--- src/rtl/fp_mul_pkg.sv ---
// Shared types and select encodings for the FP multiplier control unit.
package fp_mul_pkg;

  // Control sequence states, binary encoded.
  typedef enum logic [2:0] {
    StIdle      = 3'd0,
    StExpAdd    = 3'd1,
    StDenormAdj = 3'd2,
    StExpBias   = 3'd3,
    StWaitMul   = 3'd4,
    StRound     = 3'd5,
    StWrite     = 3'd6,
    StDone      = 3'd7
  } state_e;

  // Exponent adder operand A select.
  localparam logic SEL_A_EXP = 1'b0;
  localparam logic SEL_A_REG = 1'b1;

  // Exponent adder operand B select.
  localparam logic [1:0] SEL_B_EXP   = 2'd0;
  localparam logic [1:0] SEL_B_BIAS  = 2'd1;
  localparam logic [1:0] SEL_B_CARRY = 2'd2;
  localparam logic [1:0] SEL_B_ONE   = 2'd3;

  // Exponent adder operation.
  localparam logic [1:0] OP_ADD = 2'd0;
  localparam logic [1:0] OP_SUB = 2'd1;

endpackage

--- src/rtl/wait_counter.sv ---
// Saturating cycle counter bounding the wait for the mantissa multiplier.
module wait_counter #(
  parameter int unsigned MaxCount = 64
) (
  input  logic clk,
  input  logic rst_n,
  input  logic clr,
  input  logic en,
  output logic expired
);

  localparam int unsigned CntW = $clog2(MaxCount + 1);
  localparam logic [CntW-1:0] CntMax  = CntW'(MaxCount);
  localparam logic [CntW-1:0] CntLast = CntW'(MaxCount - 1);

  logic [CntW-1:0] count_q, count_d;

  // Clear wins over enable; hold at CntMax instead of wrapping.
  always_comb begin
    count_d = count_q;
    if (clr) begin
      count_d = '0;
    end else if (en && (count_q != CntMax)) begin
      count_d = count_q + 1'b1;
    end
  end

  // Counter register.
  always_ff @(posedge clk or negedge rst_n) begin
    if (!rst_n) begin
      count_q <= '0;
    end else begin
      count_q <= count_d;
    end
  end

  // Expires on the cycle whose increment would reach MaxCount, giving MaxCount wait cycles.
  always_comb begin
    expired = en && (count_q >= CntLast);
  end

endmodule

--- src/rtl/multiplier_fp_uc.sv ---
// Control unit for the FP multiplier datapath: sequences the shared exponent adder,
// launches the Karatsuba mantissa multiply and strobes the result/flag registers.
module multiplier_fp_uc
  import fp_mul_pkg::*;
#(
  parameter int unsigned MulTimeout = 64
) (
  input  logic       clk,
  input  logic       rst_n,
  input  logic       start,
  input  logic       flush,
  input  logic       denorm_in,
  input  logic       mul_done,
  output logic       start_op,
  output logic       sel_a_operand,
  output logic [1:0] sel_b_operand,
  output logic [1:0] sel_operation,
  output logic       load_exp_result,
  output logic       load_underflow,
  output logic       load_overflow,
  output logic       load_inexact,
  output logic       load_result,
  output logic       busy,
  output logic       valid_o,
  output logic       timeout
);

  state_e state_q, state_d;
  logic   timeout_q, timeout_d;
  logic   cnt_clr, cnt_en, cnt_expired;

  // Counter restarts on the way into WAIT_MUL and only advances while still waiting.
  always_comb begin
    cnt_clr = (state_q == StExpBias);
    cnt_en  = (state_q == StWaitMul) && !mul_done;
  end

  wait_counter #(
    .MaxCount (MulTimeout)
  ) u_wait_counter (
    .clk     (clk),
    .rst_n   (rst_n),
    .clr     (cnt_clr),
    .en      (cnt_en),
    .expired (cnt_expired)
  );

  // Next-state and sticky timeout; flush overrides every other transition.
  always_comb begin
    state_d   = state_q;
    timeout_d = timeout_q;
    unique case (state_q)
      StIdle: begin
        if (start && !flush) begin
          state_d   = StExpAdd;
          timeout_d = 1'b0;
        end
      end
      StExpAdd:    state_d = denorm_in ? StDenormAdj : StExpBias;
      StDenormAdj: state_d = StExpBias;
      StExpBias:   state_d = StWaitMul;
      StWaitMul: begin
        if (mul_done) begin
          state_d = StRound;
        end else if (cnt_expired) begin
          state_d   = StIdle;
          timeout_d = 1'b1;
        end
      end
      StRound:     state_d = StWrite;
      StWrite:     state_d = StDone;
      StDone:      state_d = StIdle;
      default:     state_d = StIdle;
    endcase
    if (flush && (state_q != StIdle)) begin
      state_d   = StIdle;
      timeout_d = timeout_q;
    end
  end

  // State and timeout flag registers.
  always_ff @(posedge clk or negedge rst_n) begin
    if (!rst_n) begin
      state_q   <= StIdle;
      timeout_q <= 1'b0;
    end else begin
      state_q   <= state_d;
      timeout_q <= timeout_d;
    end
  end

  // Moore output decode; anything not driven in a state stays 0.
  always_comb begin
    start_op        = 1'b0;
    sel_a_operand   = SEL_A_EXP;
    sel_b_operand   = SEL_B_EXP;
    sel_operation   = OP_ADD;
    load_exp_result = 1'b0;
    load_underflow  = 1'b0;
    load_overflow   = 1'b0;
    load_inexact    = 1'b0;
    load_result     = 1'b0;
    valid_o         = 1'b0;
    busy            = (state_q != StIdle);
    timeout         = timeout_q;
    unique case (state_q)
      StIdle: ;
      StExpAdd: begin
        start_op        = 1'b1;
        load_exp_result = 1'b1;
        load_underflow  = 1'b1;
      end
      StDenormAdj: begin
        sel_a_operand   = SEL_A_REG;
        sel_b_operand   = SEL_B_ONE;
        load_exp_result = 1'b1;
      end
      StExpBias: begin
        sel_a_operand   = SEL_A_REG;
        sel_b_operand   = SEL_B_BIAS;
        sel_operation   = OP_SUB;
        load_exp_result = 1'b1;
        load_overflow   = 1'b1;
      end
      StWaitMul: begin
        sel_a_operand = SEL_A_REG;
      end
      StRound: begin
        // Exponent register is not loaded here so the rounding carry is added only once.
        sel_a_operand = SEL_A_REG;
        sel_b_operand = SEL_B_CARRY;
        load_overflow = 1'b1;
        load_inexact  = 1'b1;
      end
      StWrite: begin
        sel_a_operand = SEL_A_REG;
        sel_b_operand = SEL_B_CARRY;
        load_result   = 1'b1;
      end
      StDone: begin
        valid_o = 1'b1;
      end
      default: ;
    endcase
  end

endmodule

--- config.mk ---
export PLATFORM = sky130hd
export DESIGN_NAME = multiplier_fp_uc
export DESIGN_NICKNAME = d
export VERILOG_FILES = /design/src/rtl/fp_mul_pkg.sv /design/src/rtl/wait_counter.sv /design/src/rtl/multiplier_fp_uc.sv
export SDC_FILE = /design/constraint.sdc
export NUM_CORES = 1
export LEC_CHECK = 0
export CAP_MARGIN = 20
export CORE_MARGIN = 3
export CORE_UTILIZATION = 45
export CTS_CLUSTER_SIZE = 25
export DETAILED_ROUTE_END_ITERATION = 16
export DONT_BUFFER_PORTS = 1
export GPL_ROUTABILITY_DRIVEN = 0
export GPL_TIMING_DRIVEN = 0
export PLACE_DENSITY = 0.62
export SLEW_MARGIN = 20
export SYNTH_ARGS = -nofsm -noshare
export SYNTH_HDL_FRONTEND = slang
export SYNTH_HIERARCHICAL = 1
export SYNTH_SLANG_ARGS = --single-unit
--- constraint.sdc ---
create_clock -name clk -period 1.9 [get_ports clk]
set_clock_uncertainty 0.2 [all_clocks]
set_input_delay 0.285 -clock clk [delete_from_list [all_inputs] [get_ports clk]]
set_output_delay 0.285 -clock clk [all_outputs]
set_load 0.005 [all_outputs]
-- Word-level counts from Yosys, hierarchy flattened
Index checks and enable logic that the tools add are counted.
- register bits after elaboration: 11
- word-level logic and storage cells: 57
- add/subtract/negate cells: 1
- magnitude comparators: 1
- equal/unequal tests: 13
- mux-type cells: 21
- bitwise gates (word level): 1
- reductions and logical operators: 17
- operators with widths (operator ; number):
    3-bit one-hot mux with 8 select lines ; 1
    7-bit two-way mux ; 2
    3-bit equality test, second input constant ; 4
    1-bit two-way mux ; 12
    3-bit two-way mux ; 4
    7-bit by 1-bit adder with 7-bit output, second input constant ; 1
    7-bit by 6-bit greater-or-equal comparator with 1-bit output, second input constant ; 1
    7-bit != test, second input constant ; 1
    3-bit by 2-bit equality test with 1-bit output, second input constant ; 2
    2-bit != test, second input constant ; 3
    2-bit one-hot mux with 3 select lines ; 1
    1-bit logical AND ; 5
    5-bit AND reduction ; 1
    5-bit OR reduction ; 1
    4-bit by 3-bit != test with 1-bit output, second input constant ; 1
    2-bit nonzero test ; 2
    2-bit OR reduction ; 2
    3-bit by 1-bit equality test with 1-bit output, second input constant ; 1
    3-bit zero test ; 1
    3-bit != test, second input constant ; 1
    3-bit nonzero test ; 1
    3-bit OR reduction ; 1
    1-bit zero test ; 2
    1-bit one-hot mux with 2 select lines ; 1
    2 further kinds ; 2

-- Logic depth before layout (Yosys ltp)
Gate-level depths: netlist of run 1.
- word-level depth: 7
- mapped depth: 7
- mapped depth without buffers: 7

-- By module
The synthesis of run 1 kept the hierarchy.
- modules (own cells, without submodules) (module ; times used ; cells an instance ; area an instance (um^2) ; seq. area each (um^2)):
    wait_counter ; 1 ; 44 ; 415.4 ; 175.2
    multiplier_fp_uc ; 1 ; 44 ; 346.6 ; 100.1

-- Worst setup path before layout of run 1
No wires, ideal clock.
- path kind: reg-to-reg
- start point: register state_q[1]
- end point: register state_q[2]
- data arrival time: 1.702 ns
- required time: 1.581 ns
- setup slack: -0.121 ns
- stages on the path, launching flop included: 8
- path buffers: 2
- cell sequence: dfrtp_1 -> buf_2 -> nor3_1 -> clkbuf_1 -> o21a_1 -> or3b_1 -> a21oi_2 -> nor4_2
- longest elaborated chain between the ends: 5
- elaborated cells on any way between the ends: 17
- ends and longest elaborated chain (item ; line ; source):
    from (decl) ; multiplier_fp_uc.sv:28 ; state_e state_q, state_d;
    from (signal assigned) ; multiplier_fp_uc.sv:84 ; state_q <= StIdle;
    from (signal assigned) ; multiplier_fp_uc.sv:87 ; state_q <= state_d;
    3-bit equality test ; multiplier_fp_uc.sv:35 ; cnt_en = (state_q == StWaitMul) && !mul_done;
    1-bit logical AND ; multiplier_fp_uc.sv:35 ;
    via cnt_en ; multiplier_fp_uc.sv:30 ; logic cnt_clr, cnt_en, cnt_expired;
    1-bit logical AND ; wait_counter.sv:39 ; expired = en && (count_q >= CntLast);
    via cnt_expired ; multiplier_fp_uc.sv:30 ;
    4-bit by 3-bit != test with 1-bit output (no line) ; n/a ;
    2-bit AND reduction (no line) ; n/a ;
The timed path passes the listed nets, and every way through them passes these cells.
A chain may end at the register's enable or synchronous reset.

-- Worst setup path in the final report of run 1
- start point: register u_wait_counter.count_q[0]
- end point: register state_q[2]
- longest elaborated chain between the ends: 4
- ends and longest elaborated chain (item ; line ; source):
    from (decl) ; wait_counter.sv:16 ; logic [CntW-1:0] count_q, count_d;
    from (signal assigned) ; wait_counter.sv:33 ; count_q <= count_d;
    7-bit by 6-bit greater-or-equal comparator with 1-bit output ; wait_counter.sv:39 ;
    1-bit logical AND ; wait_counter.sv:39 ;
    via cnt_expired ; multiplier_fp_uc.sv:30 ;
    4-bit by 3-bit != test with 1-bit output (no line) ; n/a ;
    2-bit AND reduction (no line) ; n/a ;
The timed path passes the listed nets, and every way through them passes these cells.

==> results of run 1 <==
sequential cells by signal, summed over array words and instances, names as in the netlist:
register / count
u_wait_counter/count_q: 7
timeout: 1
state_q: 3
path summary, 6_finish.rpt:
| path | start | endpoint | slack [ps] | depth (start not counted) |
|---|---|---|---|---|
| max | u_wait_counter/count_q[0] | state_q[2] | 30 | 7 |
| min | mul_done | timeout | 30 | 3 |
| max reg2reg | u_wait_counter/count_q[0] | state_q[2] | 30 | 7 |
| min reg2reg | timeout | timeout | 390 | 2 |
| max in group asynchronous | rst_n | timeout | 950 | 1 |
| min in group asynchronous | rst_n | u_wait_counter/count_q[1] | 210 | 1 |
timing repair:
| item | 4_1_cts | 5_1_grt |
|---|---|---|
| setup buffers | 2 | 2 |
| pin swaps | 1 | 2 |
| endpoints found under the hold margin | 15 | 0 |
| gates resized for setup | 2 | 8 |
| endpoints found under the setup margin | 4 | 6 |
| hold buffers | 5 | 0 |
through the flow:
step / std cells / total power (W)
finish: 117 / 0.000782
floorplan: 88 / 0.000509
detailed placement: 104 / 0.000551
global placement: 104 / 0.000545
global route: 117 / 0.000848
CTS: 115 / 0.000740
routing by layer:
| layer | vias up | GRT usage | routed length, um |
|---|---|---|---|
| met4 | 0 | 0.0829 | 26 |
| li1 | 332 | - | - |
| met3 | 5 | 0.0728 | 92 |
| met1 | 325 | 0.225 | 763 |
| met2 | 18 | 0.209 | 760 |
| met5 | - | 0 | 0 |
cells in the mapped netlist:
cell / instances
o21a_1: 2
nor2_1: 13
a41o_1: 1
or3b_1: 1
dfrtp_1: 11
nor4_2: 1
and2_1: 2
o21ai_0: 2
clkbuf_1: 1
nor3_1: 3
ha_1: 2
conb_1: 1
nand4_1: 2
buf_1: 1
buf_6: 1
nor2b_1: 1
o31a_1: 1
or4_4: 1
o2111ai_1: 1
mux2_4: 1
a31oi_1: 1
nor3b_1: 1
xnor2_1: 1
a211oi_1: 1
nand2_1: 4
xor2_1: 2
o21a_4: 1
nand2b_1: 1
o31ai_1: 1
or3_1: 3
buf_2: 2
mux2i_1: 1
a21oi_1: 4
a311oi_1: 1
and3_4: 1
buf_4: 3
nand3_1: 4
a21oi_2: 1
inv_1: 6
cell usage in the layout (no fill, tap or decap), drive strengths merged, types with 3 or more instances in the layout:
cell type,synthesis,routed
nor2,13,13
buf,7,12
dfrtp,11,11
inv,6,6
dlygate4sd3,0,5
a21oi,5,5
nand2,4,4
nand3,4,4
clkbuf,1,4
or3,3,3
o21a,3,3
nor3,3,3
worst register-to-register path, cell delays in order (launching register included):
cell and delay, ps:
dfrtp_1 440, ha_4 190, nand2_1 50, a21oi_1 160, o21a_1 140, or3b_4 380
a21oi_2 150, nor4_2 40
cells by family after synthesis:
group / Yosys count
DFF: 11
AOI/OAI and AO/OA: 17
and+or+nand+nor: 38
adders and majority gates: 2
xor gates and xnor gates: 3
buffers and inverters: 14
other: 1
muxes: 2
power breakdown:
| part | total [W] | internal, W | switching (W) |
|---|---|---|---|
| logic | 0.000300 | 0.000152 | 0.000147 |
| clock network | 0.000165 | 0.0000816 | 0.0000830 |
| registers | 0.000318 | 0.000269 | 0.0000495 |
| total | 0.000782 | 0.000503 | 0.000280 |
cell type report:
type | count | area (um2)
buffer | 8 | 68.8
clock buffer | 4 | 26.3
fill | 132 | 613
inverter | 6 | 22.5
multi-input combinational | 63 | 435
sequential | 11 | 275
tap | 16 | 20.0
timing repair buffer | 9 | 80.1
==> flow_summary.json, run 1 <==
{
  "final_net_count": 110,
  "ys_ff_latch": 11,
  "diodes": 0,
  "fin_area_um2": 928,
  "yosysUniqueCellTypes": 39,
  "clockBufferDepth": 2,
  "status": "finished clean",
  "core-area_mm2": 0.00154,
  "tightest_slew_ps": 508,
  "period_share": 0.982,
  "cap_violations": 0,
  "grt_pass1_vias": 543,
  "htreeDepth": 1,
  "hold_viol": 0,
  "synth_top_area_cell": "dfrtp_1",
  "portBuffers": 0,
  "setup_tns_ps": 0,
  "cp_max_fo": 5,
  "num_vias": 680,
  "clock-sinks": 11,
  "clock_latency_ps": 280,
  "start_util": 0.494,
  "slew_headroom": 0.660,
  "required_ps": 1870,
  "yosys.area.top_type_share": 0.361,
  "period_minus_slack_ps": 1870,
  "grt_max_degree": 12,
  "rsz0062_at_grt": "yes",
  "ys_seq_area_frac": 0.361,
  "postSynthCellCount": 88,
  "grt_antenna_before_repair": 0,
  "setup_viol": 0,
  "drc_errors": 0,
  "synth.avg_cell_area_um2": 8.66,
  "vias_per_cell": 5.81,
  "dp.final_hpwl_um": 1100,
  "drive_gt1_frac": 0.248,
  "timing.hold.ws_ps": 34.7,
  "cp_slowest_cell": "dfrtp_1",
  "ys_warn_count": 6,
  "placementRows": 14,
  "finish.utilization": 0.602,
  "first_iter_violations": 20,
  "slew_violations": 0,
  "path_cells": "ha_4 -> nand2_1 -> a21oi_1 -> o21a_1 -> or3b_4 -> a21oi_2 -> nor4_2",
  "yosys.area_share.simple": 0.271,
  "die_x_um": 47.2,
  "cts-root-buf": "clkbuf_4",
  "dr.pass1.iters": 4,
  "grt_pass1_wl_um": 2410,
  "clk_transition_reported_paths_ps": 70,
  "ant_nets": 0,
  "cts_buffers": 3,
  "wire_per_inst_um": 14.0,
  "synth_nets": 96,
  "fmax_mhz": 536,
  "path_buf_inv": 0,
  "cp_slowest_stage_delay_ps": 440,
  "num_io_pins": 20,
  "power.leakage_nw": 0.408,
  "synth_compound_area_frac": 0.166,
  "cellPowerDensity_mw_per_mm2": 843,
  "place_ws_ps": -109,
  "synth_fa_ha_area_frac": 0.0328,
  "synthMuxAreaShare": 0.0328,
  "synthXorXnorAreaFrac": 0.0345,
  "synth_area_um2": 762,
  "critPathKind": "register to register",
  "track_usage": 0.162,
  "cp.arrival_ps": 1840,
  "drt_wl_total_um": 1640,
  "netlist_top_cells_area": "dfrtp_1, nor2_1, ha_1",
  "synth_top_family_by_area": "simple AND/OR/NAND/NOR gates",
  "die_h_um": 47.2,
  "die-area_mm2": 0.00222,
  "place_area_um2": 792,
  "hold_class": "input pin to register",
  "grt.overflow.total": 0,
  "cts_tree": "done",
  "critPathTopFamily": "simple AND/OR/NAND/NOR gates",
  "setup.worst_path.start_class": "register",
  "syn_to_final_growth_pct": 21.8,
  "layout_setup_ws_ps": 34.9,
  "cp-end-kind": "register",
  "vdd_drop_max_v": 0.000548
}
No activity file was read; power rests on OpenSTA's default activity.
==> run 2: changes to the inputs <==
==> constraint.sdc (replaced) <==
create_clock -name clk -period 1.9 [get_ports clk]
set_clock_uncertainty 0.2 [all_clocks]
set_input_delay 0 -clock clk [delete_from_list [all_inputs] [get_ports clk]]
set_output_delay 0 -clock clk [all_outputs]
set_load 0.005 [all_outputs]
==> run 2 against run 1 <==
The run now ends with setup timing left. Die area stayed put. Utilization is 5.9 points higher. Final area is 9.8% higher. Global-route usage is 0.31 points higher. Via count is 4.0% higher. Clock power is 5% lower. Worst hold slack better by 110 ps. Critical path depth stayed put. Highest routed layer unchanged.
==> flow_summary.json, run 2 (same netlist as run 1, synthesis figures left out) <==
{
  "period_share": 1.01,
  "ant_nets": 0,
  "wire_per_inst_um": 14.4,
  "grt.overflow.total": 0,
  "cp.arrival_ps": 1880,
  "fillCellCount": 115,
  "layout_common_cells": "buf_4, nor2_1, dfrtp_1",
  "fmax_mhz": 521,
  "rr_startpoint": "u_wait_counter/count_q[0]",
  "tightest_slew_ps": 525,
  "clock-sinks": 11,
  "cp-end-kind": "register",
  "status": "finished, violations left",
  "vdd_drop_max_v": 0.000584,
  "cts_tree": "done",
  "die_x_um": 47.2,
  "htreeDepth": 1,
  "cellPowerDensity_mw_per_mm2": 823,
  "layout_commonest_cell": "buf_4",
  "cts-root-buf": "clkbuf_4",
  "setup_viol": 1,
  "grt_antenna_before_repair": 0,
  "regToRegEndpoint": "state_q[2]",
  "syn_to_final_growth_pct": 33.8,
  "drc_errors": 0,
  "portBuffers": 0,
  "hold_class": "input pin to register",
  "slew_violations": 0,
  "cap_violations": 0,
  "timing.hold.ws_ps": 144,
  "min_from": "flush",
  "hold_path_end": "state_q[1]",
  "drive_gt1_frac": 0.297,
  "drt_wl_total_um": 1830,
  "place_ws_ps": -109,
  "top_register": "u_wait_counter/count_q",
  "placementRows": 14,
  "setup.worst_path.start": "u_wait_counter/count_q[0]",
  "dp.final_hpwl_um": 1100,
  "vias_per_cell": 5.57,
  "r2r_slack_ps": -20,
  "critPathKind": "register to register",
  "required_ps": 1860,
  "cts_buffers": 3,
  "core-area_mm2": 0.00154,
  "start_util": 0.494,
  "violations": "setup timing",
  "slew_headroom": 0.649,
  "grt_pass1_vias": 568,
  "grt_pass1_wl_um": 2520,
  "track_usage": 0.165,
  "die_h_um": 47.2,
  "dr.pass1.iters": 3,
  "cp_max_fo": 5,
  "grt_max_degree": 12,
  "rsz0062_at_grt": "yes",
  "num_vias": 707,
  "diodes": 0,
  "final_net_count": 120,
  "worstRegToRegCells": 7,
  "first_iter_violations": 18,
  "layout_setup_ws_ps": -18.7,
  "clockBufferDepth": 2,
  "setup_tns_ps": -18.7,
  "clk_transition_reported_paths_ps": 70,
  "num_io_pins": 20,
  "hold_viol": 0,
  "largest_register_ffs": 7,
  "hold_depth": 2,
  "clock_latency_ps": 270,
  "setup.worst_path.start_class": "register",
  "die-area_mm2": 0.00222,
  "period_minus_slack_ps": 1920,
  "power.leakage_nw": 0.461
}
-- run 2: changes by cell type in the layout (fill, tap and decap cells not counted) --
| cell | before | now |
|---|---|---|
| buf_2 | 1 | 0 |
| nor2b_1 | 0 | 1 |
| xnor2_2 | 0 | 1 |
| and2_2 | 0 | 1 |
| xnor2_1 | 1 | 0 |
| nor2b_2 | 1 | 0 |
| dlygate4sd3_1 | 5 | 8 |
| buf_4 | 8 | 16 |
| and2_1 | 2 | 1 |
-- run 2: critical path: stages, from the launching register on --
cell	delay (ps)
dfrtp_1	440
ha_4	190
nand2_1	50
a21oi_1	160
o21a_1	170
or3b_4	390
a21oi_2	150
nor4_2	50
-- run 2: timing repair --
item,CTS,global route
pin swaps,1,3
endpoints found under the hold margin,15,1
resized for setup,1,9
hold buffers,8,1
setup endpoints to repair,4,8
buffers inserted,2,10
-- run 2: worst max-delay path by stage --
stage / endpoint / slack, ps / cells past startpoint
after detailed placement: state_q[2] / -110 / 7
after global placement: state_q[2] / -150 / 7
after CTS: state_q[2] / 0.5 / 7
after global routing: state_q[2] / -80 / 7
after floorplan: state_q[2] / 4 / 7
final: state_q[2] / -20 / 7
-- run 2: routing by layer --
| layer | global-route usage | part of all wire |
|---|---|---|
| met1 | 0.239 | 0.47 |
| met2 | 0.222 | 0.48 |
| met3 | 0.0575 | 0.043 |
| met4 | 0.0663 | 0.0093 |
| met5 | 0 | 0 |
-- run 2: cell type report --
class,count,area [um2],share of cell area
Multi-Input combinational cell,63,442,0.433
Tap cell,16,20.0,0.0196
Buffer,7,63.8,0.0626
Sequential cell,11,275,0.270
Clock buffer,4,26.3,0.0258
Timing Repair Buffer,20,170,0.167
Inverter,6,22.5,0.0221
-- run 2: per-stage QoR --
stage	std cells	cell area [um2]	utilization	total power, W
2_1_floorplan	88	772	-	0.000509
3_3_place_gp	104	792	0.514	0.000545
3_5_place_dp	104	792	0.514	0.000551
4_1_cts	117	915	0.593	0.000747
5_1_grt	127	1020	0.662	0.000907
6_report	127	1020	0.662	0.000839
-- run 2: report_power, final --
group | switching [W] | internal [W] | total (W)
Clock | 0.0000755 | 0.0000813 | 0.000157
Combinational | 0.000165 | 0.000198 | 0.000363
Sequential | 0.0000507 | 0.000269 | 0.000320
Total | 0.000291 | 0.000548 | 0.000839
==> run 3: changes to the inputs <==
--- a/config.mk
+++ b/config.mk
@@ -13,7 +13,8 @@
 export DONT_BUFFER_PORTS = 1
 export GPL_ROUTABILITY_DRIVEN = 0
 export GPL_TIMING_DRIVEN = 0
-export PLACE_DENSITY = 0.62
+export PLACE_DENSITY = 0.6
+export SKIP_LAST_GASP = 1
 export SLEW_MARGIN = 20
 export SYNTH_ARGS = -nofsm -noshare
 export SYNTH_HDL_FRONTEND = slang
==> constraint.sdc (replaced) <==
create_clock -name clk -period 1.82 [get_ports clk]
set_clock_uncertainty 0.2 [all_clocks]
set_input_delay 0 -clock clk [delete_from_list [all_inputs] [get_ports clk]]
set_output_delay 0 -clock clk [all_outputs]
set_load 0.005 [all_outputs]
==> run 3 against run 2 <==
The flow finishes with violations (hold timing, setup timing). Highest routed layer unchanged. Utilization is 1.9 points higher. Sequential power is 5% higher. Largest power group unchanged. Count of clock-buffer cells in the layout is 1 lower.
==> flow_summary.json, run 3 (same netlist as run 1, synthesis figures left out) <==
{
  "placementRows": 14,
  "vdd_drop_max_v": 0.000520,
  "wire_per_inst_um": 14.6,
  "vias_per_cell": 5.60,
  "cap_violations": 0,
  "clock-sinks": 11,
  "multi_input_area_um2": 479,
  "htreeDepth": 1,
  "seq_area_um2": 278,
  "path_cells": "or4_4 -> o21a_4 -> mux2_4",
  "hold_class": "input pin to register",
  "grt.overflow.total": 0,
  "cp_slowest_stage_delay_ps": 530,
  "slew_headroom": 0.664,
  "internal-power_w": 0.000588,
  "die-area_mm2": 0.00222,
  "layout_setup_ws_ps": -0.0375,
  "start_util": 0.494,
  "regToRegEndpoint": "u_wait_counter/count_q[0]",
  "tightest_slew_ps": 502,
  "layout_commonest_cell": "buf_4",
  "met3_usage": 0.0920,
  "critPathKind": "register to register",
  "first_iter_violations": 6,
  "grt_use_met1": 0.259,
  "layout_common_cells": "buf_4, nor2_1, dfrtp_1",
  "drive_gt1_frac": 0.400,
  "path_depth": 3,
  "setup.worst_path.start_class": "register",
  "power_switching_w": 0.000343,
  "power.leakage_nw": 0.457,
  "top_register": "u_wait_counter/count_q",
  "clock_latency_ps": 280,
  "violations": "hold timing, setup timing",
  "critPathTopFamily": "simple AND/OR/NAND/NOR gates",
  "cts_buffers": 3,
  "cellPowerDensity_mw_per_mm2": 887,
  "grt_antenna_before_repair": 0,
  "portBuffers": 0,
  "timing.hold.ws_ps": -428,
  "hold_viol": 3,
  "die_h_um": 47.2,
  "ctsHoldBuffers": 5,
  "grt_max_degree": 12,
  "setup.worst_path.start": "u_wait_counter/count_q[2]",
  "track_usage": 0.185,
  "clk_transition_reported_paths_ps": 80,
  "place_area_um2": 803,
  "final_net_count": 119,
  "cp.arrival_ps": 1780,
  "dp.final_hpwl_um": 1100,
  "core-area_mm2": 0.00154,
  "worstSetupEndpoint": "u_wait_counter/count_q[0]",
  "status": "finished, violations left",
  "finish.utilization": 0.681,
  "grtUsageMet2": 0.260,
  "grt_pass1_wl_um": 2790,
  "dp.cells": 104,
  "hold_depth": 1,
  "top_usage_layer": "met2",
  "fillCellCount": 128,
  "num_io_pins": 20,
  "dr.pass1.iters": 4,
  "die_x_um": 47.2,
  "sequentialPowerShare": 0.361,
  "clkPwrFrac": 0.186,
  "cp_max_fo": 4,
  "p_sw_frac": 0.368,
  "cts_tree": "done",
  "largest_register_ffs": 7,
  "rr_startpoint": "u_wait_counter/count_q[2]",
  "grt_pass1_vias": 607,
  "r2r_slack_ps": -0.04,
  "syn_to_final_growth_pct": 37.8,
  "cp-end-kind": "register",
  "p_comb_frac": 0.453,
  "required_ps": 1780,
  "setup_viol": 1,
  "drc_errors": 0,
  "clockBufferDepth": 2,
  "period_share": 1.00,
  "worstRegToRegCells": 3,
  "cp_slowest_cell": "or4_4",
  "diodes": 0,
  "final_cells": 126,
  "fin_area_mm2": 0.00105,
  "fmax_mhz": 549,
  "num_vias": 706,
  "cts-root-buf": "clkbuf_4",
  "ant_nets": 0,
  "path_buf_inv": 0,
  "rsz0062_at_grt": "yes",
  "period_minus_slack_ps": 1820,
  "drt_wl_total_um": 1830,
  "slew_violations": 0
}
## run 3: changes by cell type in the layout (fill, tap and decap cells not counted), sizes merged
cell         change
buf              +1
clkinv           +1
dlygate4sd3      -3
## run 3: layout make-up
type                       instances  area share
inverter                           6      0.0215
clock inverter                     1     0.00477
multi-input combinational         63       0.456
buffer                             6      0.0501
tap                               16      0.0191
timing repair buffer              20       0.162
clock buffer                       3      0.0215
sequential                        11       0.265
## run 3: worst min-delay path by stage
stage / to / slack (ps) / start
after CTS: state_q[2] / -440 / flush
after global routing: state_q[2] / -440 / flush
after detailed placement: u_wait_counter/count_q[1] / -500 / rst_n
after floorplan: state_q[0] / -500 / rst_n
final: state_q[2] / -430 / flush
after global placement: u_wait_counter/count_q[1] / -500 / rst_n
## run 3: through the flow
stage | power, W | TNS (ps) | worst slack (ps)
detailed placement | 0.000585 | -430 | -127
finish | 0.000931 | -0.0375 | -0.0375
floorplan | 0.000538 | -6.30 | -6.30
CTS | 0.000894 | -15.3 | -14.4
global placement | 0.000583 | -397 | -139
global route | 0.00100 | -97.4 | -35.7
## run 3: metal layers
layer | part of all wire | vias to the layer above
met2 | 0.44 | 23
met5 | 0 | -
met4 | 0.016 | 0
li1 | - | 348
met3 | 0.070 | 5
met1 | 0.47 | 330
## run 3: power groups by stage
stage	sequential (W)	combinational, W	clock [W]
after floorplan	0.000323	0.000215	0
after global placement	0.000340	0.000243	0
after detailed placement	0.000338	0.000247	0
after CTS	0.000329	0.000383	0.000182
after global routing	0.000340	0.000469	0.000193
final	0.000336	0.000422	0.000173
## run 3: repair_timing
item | in CTS | in global routing
buffers inserted | 10 | 5
hold endpoints to repair | 15 | 3
gates resized for setup | 8 | 12
endpoints found under the setup margin | 4 | 6
pin swaps | 5 | 5
## run 3: worst register-to-register path, delay by kind of cell (launching register included)
| kind | cells | cell delay (ps) |
|---|---|---|
| compound gates | 1 | 230 |
| flops | 1 | 440 |
| mux | 1 | 300 |
| simple gates | 1 | 540 |
